$ cat config.mk
export PLATFORM = sky130hd
export DESIGN_NAME = renode_inputs_monitor
export DESIGN_NICKNAME = d
export VERILOG_FILES = /design/src/rtl/renode_inputs_monitor.sv
export SDC_FILE = /design/constraint.sdc
export NUM_CORES = 1
export LEC_CHECK = 0
export CAP_MARGIN = 5
export CORE_AREA = 2 2 39 41
export CTS_CLUSTER_DIAMETER = 30
export CTS_CLUSTER_SIZE = 24
export DETAILED_ROUTE_END_ITERATION = 8
export DIE_AREA = 0 0 41 43
export HOLD_SLACK_MARGIN = 0.12
export PLACE_DENSITY = 0.36
export SETUP_SLACK_MARGIN = 0.5
export SYNTH_ARGS = -nofsm -noshare
export SYNTH_HDL_FRONTEND = slang
export SYNTH_SLANG_ARGS = --single-unit
$ cat constraint.sdc
create_clock -name clk -period 1.2 [get_ports clk]
set_clock_uncertainty 0.15 [all_clocks]
set_input_delay 0.18 -clock clk [delete_from_list [all_inputs] [get_ports clk]]
set_output_delay 0.18 -clock clk [all_outputs]
set_load 0.02 [all_outputs]
$ cat src/rtl/renode_inputs_monitor.sv
// Input-change monitor: samples a bank of synchronous input lines, remembers
// which lines changed in a sticky pending vector, and reports them one at a
// time (lowest index first) through a valid/ready event channel.
module renode_inputs_monitor #(
  parameter int INPUTS_COUNT = 1,
  localparam int IDX_W = (INPUTS_COUNT > 1) ? $clog2(INPUTS_COUNT) : 1
) (
  input  logic                    clk,
  input  logic                    resetn,
  input  logic [INPUTS_COUNT-1:0] inputs,
  output logic                    evt_valid,
  input  logic                    evt_ready,
  output logic [IDX_W-1:0]        evt_index,
  output logic                    evt_value,
  output logic [INPUTS_COUNT-1:0] sampled,
  output logic [INPUTS_COUNT-1:0] pending
);

  // Registered copy of the lines and the sticky change flags.
  logic [INPUTS_COUNT-1:0] sampled_q;
  logic [INPUTS_COUNT-1:0] pending_q;
  logic [INPUTS_COUNT-1:0] pending_d;

  // Set once the first post-reset edge has captured the baseline; until then
  // a difference between inputs and sampled is not a real change.
  logic                    base_q;

  // Event output register.
  logic                    evt_valid_q;
  logic                    evt_valid_d;
  logic [IDX_W-1:0]        evt_index_q;
  logic [IDX_W-1:0]        evt_index_d;
  logic                    evt_value_q;
  logic                    evt_value_d;

  // Combinational helpers.
  logic [INPUTS_COUNT-1:0] change;
  logic [INPUTS_COUNT-1:0] sel_onehot;
  logic [INPUTS_COUNT-1:0] clr_mask;
  logic [IDX_W-1:0]        sel_idx;
  logic                    sel_value;
  logic                    any_pending;
  logic                    load_en;
  logic                    take;

  // Lowest-index pending line as a one-hot vector: a bit is selected when it
  // is pending and no lower-numbered bit is pending.
  genvar gi;
  generate
    for (gi = 0; gi < INPUTS_COUNT; gi++) begin : g_sel
      if (gi == 0) begin : g_first
        assign sel_onehot[gi] = pending_q[gi];
      end else begin : g_rest
        assign sel_onehot[gi] = pending_q[gi] & ~(|pending_q[gi-1:0]);
      end
    end
  endgenerate

  // Detect changes against the previous sample and encode the selected line.
  always_comb begin
    change      = base_q ? (inputs ^ sampled_q) : '0;
    any_pending = |pending_q;
    sel_value   = |(sampled_q & sel_onehot);
    sel_idx     = '0;
    for (int i = 0; i < INPUTS_COUNT; i++) begin
      if (sel_onehot[i]) begin
        sel_idx = sel_idx | IDX_W'(i);
      end
    end
  end

  // Next-state for the event register and pending vector. The output
  // register reloads whenever it is empty or its event is being accepted;
  // selection only considers bits already pending, and a change landing on
  // the bit being cleared keeps it set.
  always_comb begin
    evt_valid_d = evt_valid_q;
    evt_index_d = evt_index_q;
    evt_value_d = evt_value_q;
    load_en     = ~evt_valid_q | evt_ready;
    take        = load_en & any_pending;
    if (load_en) begin
      evt_valid_d = any_pending;
      if (any_pending) begin
        evt_index_d = sel_idx;
        evt_value_d = sel_value;
      end
    end
    clr_mask  = take ? sel_onehot : '0;
    pending_d = (pending_q & ~clr_mask) | change;
  end

  // State registers; reset clears everything, including any held event.
  always_ff @(posedge clk or negedge resetn) begin
    if (!resetn) begin
      sampled_q   <= '0;
      pending_q   <= '0;
      base_q      <= 1'b0;
      evt_valid_q <= 1'b0;
      evt_index_q <= '0;
      evt_value_q <= 1'b0;
    end else begin
      sampled_q   <= inputs;
      pending_q   <= pending_d;
      base_q      <= 1'b1;
      evt_valid_q <= evt_valid_d;
      evt_index_q <= evt_index_d;
      evt_value_q <= evt_value_d;
    end
  end

  assign evt_valid = evt_valid_q;
  assign evt_index = evt_index_q;
  assign evt_value = evt_value_q;
  assign sampled   = sampled_q;
  assign pending   = pending_q;

endmodule

Yosys cells after proc, flatten, opt, wreduce, memory -nomap -nowiden

Cells that the tools add are included.
W data, S select, Z words.

Output and inout bits: 5
Word-level logic and storage cells: 16
Register bits: 5

Bitwise gates (word level): 8
Muxes and demuxes: 2
Reductions and logical operators: 1

Operator list:

| operator          | number |
|---|---|
| $and A1 B1 Y1     | 3 |
| $mux W1           | 2 |
| $not A1 Y1        | 2 |
| $or A1 B1 Y1      | 2 |
| $reduce_and A2 Y1 | 1 |
| $xor A1 B1 Y1     | 1 |

Logic depth before layout (Yosys ltp)

Gate-level depths: netlist of run 1.

Depth in word-level cells: 7
Depth in mapped cells: 3

Least setup slack after synthesis of run 1

No wires, ideal clock.

Path kind: flip-flop to flip-flop
From: register evt_valid_q (netlist: evt_valid)
To: register evt_value_q (netlist: evt_value)
Setup slack: 0.016 ns
Setup time: 0.125 ns
Stages on the path, launching flop included: 4
Buffers on the path: 0
Arrival: 0.909 ns
Path through: dfrtp_1 > nand2b_4 > nand2_2 > mux2_4

Longest elaborated chain between the ends: 3

RTL lines:

| what                               | RTL line | RTL |
|---|---|---|
| start, declared                    | 29       | `logic evt_valid_q;` |
| start signal, assigned             | 106      | `evt_valid_q <= evt_valid_d;` |
| $not A1 Y1                         | 80       | `load_en = ~evt_valid_q \| evt_ready;` |
| $or A1 B1 Y1                       | 80       |  |
| $reduce_and A2 Y1 (no source line) | --       |  |
| end signal, assigned               | 108      | `evt_value_q <= evt_value_d;` |
| end, declared                      | 33       | `logic evt_value_q;` |

No other way between the ends.
A chain may end at the register's enable or synchronous reset.

Final worst setup path of run 1

Ends and elaborated chain as after synthesis.

==> qor.txt, run 1 <==
Yosys Warn Count - 0
post-synthesis mux area share - 7.50%
WS Path Type - flip-flop to flip-flop
diode count - 0
worst-skew pair later-pin latency - 250 ps
Starting Density - 14.5%
DRT iter0 DRCs - 0
Fin. Hold Viols - 0
Post-Syn Instances - 16
first-pass GRT wire length - 572 microns
GRT Total Usage - 6.15%
final std cells w/o fill - 48
Worst Path Required - 1180 ps
largest family of logic cells by synthesized area - simple AND/OR/NAND/NOR gates
startpoint type of the worst setup path - flip-flop
wire length per cell - 8.38 microns
final number of setup-violating endpoints - 0
Post-Syn Area - 200 sq um
xor/xnor cell area share of the yosys netlist - 4.38%
status - completed
Reg2Reg Setup Slack - 30 ps
minimum clock period - 1170 ps
most common cell in the synthesized netlist - dfrtp_1
#FFs+latches synth - 5
LEAKAGE - 0.179 nW
CP endpoint kind - flip-flop
worst vdd ir - 0.657 mV
post-layout util - 26.6%
Root Buffer - clkbuf_4
port bufs - 7
share of the synthesized area in the top cell type - 62.5%
vias in the first global route - 145
Routed Antenna Nets - 0
drt total wl - 402 microns
top post-synthesis cells by area - dfrtp_1 (63%), mux2_4 (7.5%), nand2b_4 (6.9%)
routability-driven placement congestion ratio - 0.592
P&R area growth vs syn - 83.8%
RSZ-0062 raised after global routing - true
nets@finish - 37
worst min path class - input port to async pin
Post-Synth Adder-Cell Area - 0%
Post-synth EDFFs - 0
TritonCTS clock tree - yes
dpl cells - 43
GR Overflow Total - 0
Arr. time, crit path - 1150 ps
Post-route DRC - 0
drt pass-1 iters - 1
Num CTS Buffers - 3
power density cells - 1570 mW/mm^2
site row count - 14
Via Count - 155
synthesized area per cell - 12.5 sq um
core area - 0.00138 sq mm
worst hold slack - 2.31 ps
die height - 43 microns
net count after synthesis - 20
clk slew on worst S/H paths - 50 ps
Distinct cells, synth - 10
area leader, netlist - dfrtp_1
largest net degree at the start of global routing - 6
Tcrit/Tclk final - 97.5%
commonest cells in the netlist - dfrtp_1 (5), conb_1 (2), nand2_1 (2)
layout cell share with drive strength beyond 1 - 62.5%
initial antenna violation count - 0
ys async rst share - 100%
Sink Count - 5
Achievable Freq - 0.855 GHz
Max Cap Viol - 0
H-tree Lvls - 1
Fillers - 153
post-DR vias/cell - 3.23
crit-path max FO - 2
Synth Area in Compound Gates - 2.50%
Die ar. - 0.00176 sq mm
post-synthesis sequential area ratio - 62.5%
Final Slew Violations - 0
I/O pin total - 9
Die Width - 41 microns
Synth Flop Type - dfrtp_1
fraction of the mapped netlist area in simple logic gates - 13.8%
Clock Tree Buf Depth - 2
metrics by stage:
step	power [mW]	cell area (sq um)	setup WS [ps]	TNS (ps)
finish	0.579	368	30.2	0
detailed placement	0.367	324	-183	-441
global route	0.621	368	10.5	0
CTS	0.582	354	21.4	0
floorplan	0.276	204	53.8	0
global placement	0.366	324	-175	-424
per-layer routing:
layer  global-route usage, %  up-vias  wire length [microns]
li1                        -       76                      -
met5                       0        -                      0
met2                    5.94       10                    181
met3                    8.38        0                     68
met4                    6.00        0                      0
met1                    5.54       69                    152
critical path: stages (launching register included):
cell	delay (ps)
dfrtp_2	400
buf_6	120
nand2b_4	60
nand2_2	50
mux2_4	280
sequential cells by signal, summed over array words and instances, names as in the netlist:
register   cells
pending        1
evt_value      1
evt_valid      1
sampled        1
base_q         1
layout by cell type, fill, tap and decap left out, drive strengths merged:
cell type / Yosys / routed
buf: 1 / 10
clkbuf: 0 / 4
clkdlybuf4s50: 0 / 3
conb: 2 / 2
dfrtp: 5 / 5
inv: 1 / 1
mux2: 1 / 1
nand2: 3 / 3
nand2b: 1 / 1
o21ai: 1 / 1
xor2: 1 / 1
cell families after synthesis:
kind of cell / count (synthesis)
DFF: 5
muxes: 1
AOI/OAI and AO/OA: 1
buffers and inverters: 2
xor gates and xnor gates: 1
other: 2
and+or+nand+nor: 4
worst paths after layout:
path                                       start                     to  cells after the start
setup / recovery           evt_valid$_DFFE_PN0P_  evt_value$_DFFE_PN0P_                      4
setup reg to reg           evt_valid$_DFFE_PN0P_  evt_value$_DFFE_PN0P_                      4
min in group clk                          inputs      sampled$_DFF_PN0_                      1
hold / removal                            resetn  evt_value$_DFFE_PN0P_                      1
hold reg to reg                 base_q$_DFF_PN0_      pending$_DFF_PN0_                      2
max in group asynchronous                 resetn      sampled$_DFF_PN0_                      1
what timing repair did:
action / in CTS / in global routing
pin swaps: 1 / 0
hold endpoints to repair: 5 / 5
setup buffers: 1 / 0
gates resized for setup: 22 / 4
endpoints found under the setup margin: 7 / 7
report_power, final:
part | switching, mW | internal [mW]
Sequential | 0.0136 | 0.194
Clock | 0.0730 | 0.126
Combinational | 0.0702 | 0.103
layout make-up:
| type | instances | area [sq um] | area share (%) |
|---|---|---|---|
| sequential | 5 | 129 | 35.0 |
| clock buffer | 4 | 26.3 | 7.14 |
| multi-input combinational | 9 | 67.6 | 18.4 |
| tap | 16 | 20.0 | 5.44 |
| timing repair buffer | 13 | 121 | 33.0 |
| inverter | 1 | 3.75 | 1.02 |
(Power assumes the default switching activity.)
==> run 2, diff against run 1 <==
--- a/config.mk
+++ b/config.mk
@@ -5,12 +5,14 @@
 export SDC_FILE = /design/constraint.sdc
 export NUM_CORES = 1
 export LEC_CHECK = 0
+export ABC_AREA = 1
 export CAP_MARGIN = 5
 export CORE_AREA = 2 2 39 41
 export CTS_CLUSTER_DIAMETER = 30
 export CTS_CLUSTER_SIZE = 24
 export DETAILED_ROUTE_END_ITERATION = 8
 export DIE_AREA = 0 0 41 43
+export GPL_ROUTABILITY_DRIVEN = 0
 export HOLD_SLACK_MARGIN = 0.12
 export PLACE_DENSITY = 0.36
 export SETUP_SLACK_MARGIN = 0.5
==> run 2 against run 1 <==
Effect of this change:
- synthesized area up 0.62%
- fmax up 6.0%
- total power down 7.7%
- clock power about the same
- die area unchanged
- sequential power about the same
- first-iteration DRC count up 2
- sequential share of layout area up 2.4 points
- worst hold slack better by 2.2 ps
- non-clock buffer count down 3
- global-route usage about the same
- register-to-register slack better by 170 ps
- largest cell class unchanged
==> qor.txt, run 2 <==
Cell Chain, Critical Path - buf_6 (was buf_6, nand2b_4, nand2_2, mux2_4)
CP max stage cell - dfrtp_2 (unchanged)
initial antenna violation count - 0 (unchanged)
Arr. time, crit path - 770 ps (was 1150 ps)
Reg-to-Reg Start - evt_valid$_DFFE_PN0P_ (unchanged)
# Post-CTS Setup Buffers - 0 (was 1)
Starting Density - 14.6% (was 14.5%)
total power - 535 uW (was 579 uW)
commonest cells in the netlist - nand2_1 (6), dfrtp_1 (5), nand3_1 (3) (was dfrtp_1 (5), conb_1 (2), nand2_1 (2))
drt total wl - 358 microns (was 402 microns)
RR Endpoint - evt_value$_DFFE_PN0P_ (unchanged)
Fin. Hold Viols - 0 (unchanged)
Post-route DRC - 0 (unchanged)
startpoint type of the worst setup path - flip-flop (unchanged)
GR Overflow Total - 0 (unchanged)
Sink Count - 5 (unchanged)
die height - 43 microns (unchanged)
ys async rst share - 100% (unchanged)
I/O pin total - 9 (unchanged)
Yosys Warn Count - 0 (unchanged)
core area - 0.00138 sq mm (unchanged)
diode count - 0 (unchanged)
post-DR vias/cell - 3.49 (was 3.23)
worst vdd ir - 0.565 mV (was 0.657 mV)
final number of setup-violating endpoints - 0 (unchanged)
top post-synthesis cells by area - dfrtp_1 (62%), nand2_1 (11%), nand3_1 (7.5%) (was dfrtp_1 (63%), mux2_4 (7.5%), nand2b_4 (6.9%))
Num CTS Buffers - 3 (unchanged)
power density cells - 1540 mW/mm^2 (was 1570 mW/mm^2)
wire length per cell - 7.02 microns (was 8.38 microns)
Die Width - 41 microns (unchanged)
delay-heaviest family, CP - flip-flops (unchanged)
TritonCTS clock tree - yes (unchanged)
Post-Syn Instances - 22 (was 16)
Post-Syn Area - 201 sq um (was 200 sq um)
worst min path class - input port to async pin (unchanged)
largest net degree at the start of global routing - 6 (unchanged)
Worst Path Required - 870 ps (was 1180 ps)
Achievable Freq - 0.906 GHz (was 0.855 GHz)
WS Path Type - flip-flop to primary output (was flip-flop to flip-flop)
CP endpoint kind - primary output (was flip-flop)
worst-skew pair later-pin latency - 240 ps (was 250 ps)
Routed Antenna Nets - 0 (unchanged)
#FFs+latches synth - 5 (unchanged)
Distinct cells, synth - 8 (was 10)
Max Cap Viol - 0 (unchanged)
Clock Tree Buf Depth - 2 (unchanged)
Tcrit/Tclk final - 92.0% (was 97.5%)
worst hold slack - 4.54 ps (was 2.31 ps)
DP HPWL - 293 microns
share of the synthesized area in the top cell type - 62.1% (was 62.5%)
Root Buffer - clkbuf_4 (unchanged)
GRT Total Usage - 6.16% (was 6.15%)
CP peak stage delay - 400 ps (about the same)
drt pass-1 iters - 4 (was 1)
Buf+Inv Stages, Crit Path - 1 (unchanged)
area leader, netlist - dfrtp_1 (unchanged)
vias in the first global route - 170 (was 145)
clk slew on worst S/H paths - 40 ps (was 50 ps)
R2R depth - 5 (was 4)
site row count - 14 (unchanged)
first-pass GRT wire length - 648 microns (was 572 microns)
status - completed (unchanged)
most frequent cells in the layout - nand2_1 (6), dfrtp_2 (4), buf_6 (4) (was buf_6 (5), buf_4 (4), clkbuf_4 (3), dfrtp_2 (3), clkdlybuf4s50_1 (3))
P&R area growth vs syn - 72.7% (was 83.8%)
minimum clock period - 1100 ps (was 1170 ps)
net count after synthesis - 26 (was 20)
synthesized area per cell - 9.16 sq um (was 12.5 sq um)
Synth Flop Type - dfrtp_1 (unchanged)
Post-synth EDFFs - 0 (unchanged)
RSZ-0062 raised after global routing - true (unchanged)
most common cell in the synthesized netlist - nand2_1 (was dfrtp_1)
Via Count - 178 (was 155)
layout cell share with drive strength beyond 1 - 48.6% (was 62.5%)
nets@finish - 40 (was 37)
Final Slew Violations - 0 (unchanged)
most common cell after layout, fill and taps aside - nand2_1 (was buf_6)
Reg2Reg Setup Slack - 200 ps (was 30 ps)
LEAKAGE - 0.178 nW (was 0.179 nW)
post-synthesis sequential area ratio - 62.1% (was 62.5%)
Die ar. - 0.00176 sq mm (unchanged)
port bufs - 7 (unchanged)
crit-path max FO - 2 (unchanged)
H-tree Lvls - 1 (unchanged)
DRT iter0 DRCs - 2 (was 0)
## run 2: cell count changes in the layout (fill, tap and decap cells not counted), sizes merged
cell    delta
xor2       -1
o21ai      -1
inv        +2
nand3      +3
nand2      +5
mux2       -1
buf        -3
nand2b     -1
## run 2: per-layer routing
metal	wire length [microns]	global-route usage (%)	part of all wire (%)
met2	148	7.19	41
met3	49	4.71	14
met4	13	6.00	3.6
met1	147	6.56	41
met5	0	0	0
## run 2: worst max path at each step
stage / start / to / slack, ps / depth (start not counted)
floorplan: evt_valid$_DFFE_PN0P_ / evt_value$_DFFE_PN0P_ / 270 / 4
global placement: evt_value$_DFFE_PN0P_ / evt_value / -60 / 1
detailed placement: evt_value$_DFFE_PN0P_ / evt_value / -70 / 1
CTS: evt_value$_DFFE_PN0P_ / evt_value / 80 / 1
global route: evt_valid$_DFFE_PN0P_ / evt_valid / 60 / 1
finish: evt_value$_DFFE_PN0P_ / evt_value / 100 / 1
## run 2: where the power goes
group	leakage, nW	switching [mW]	internal [mW]
clock network	0.0150	0.0713	0.126
logic	0.108	0.0627	0.0685
registers	0.0557	0.0134	0.193
## run 2: layout make-up
class / instances / area, sq um
Clock buffer: 4 / 26.3
Fill cell: 158 / 1040
Inverter: 3 / 11.3
Multi-Input combinational cell: 13 / 62.6
Sequential cell: 5 / 130
Tap cell: 16 / 20.0
Timing Repair Buffer: 10 / 97.6
## run 2: repair_timing
item	4_1_cts	5_1_grt
setup endpoints to repair	7	7
endpoints found under the hold margin	5	5
resized for setup	25	0
cloned	0	0
## run 2: through the flow
stage               utilization (%)  instance area, sq um  cells  setup TNS [ps]  setup WS [ps]
global route                   25.1                   348     51               0           64.6
global placement               22.5                   312     47            -249          -64.8
detailed placement             22.5                   312     47            -243          -65.7
CTS                            25.1                   348     51               0           82.7
floorplan                         -                   206     22               0            266
finish                         25.1                   348     51               0           96.0
## run 2: logic make-up (layout without fill, tap and decap cells)
group	Yosys count	in the layout	synth area share, %
and+or+nand+nor	11	11	24.8
other	2	2	3.73
buffers and inverters	4	17	9.32
DFF	5	5	62.1
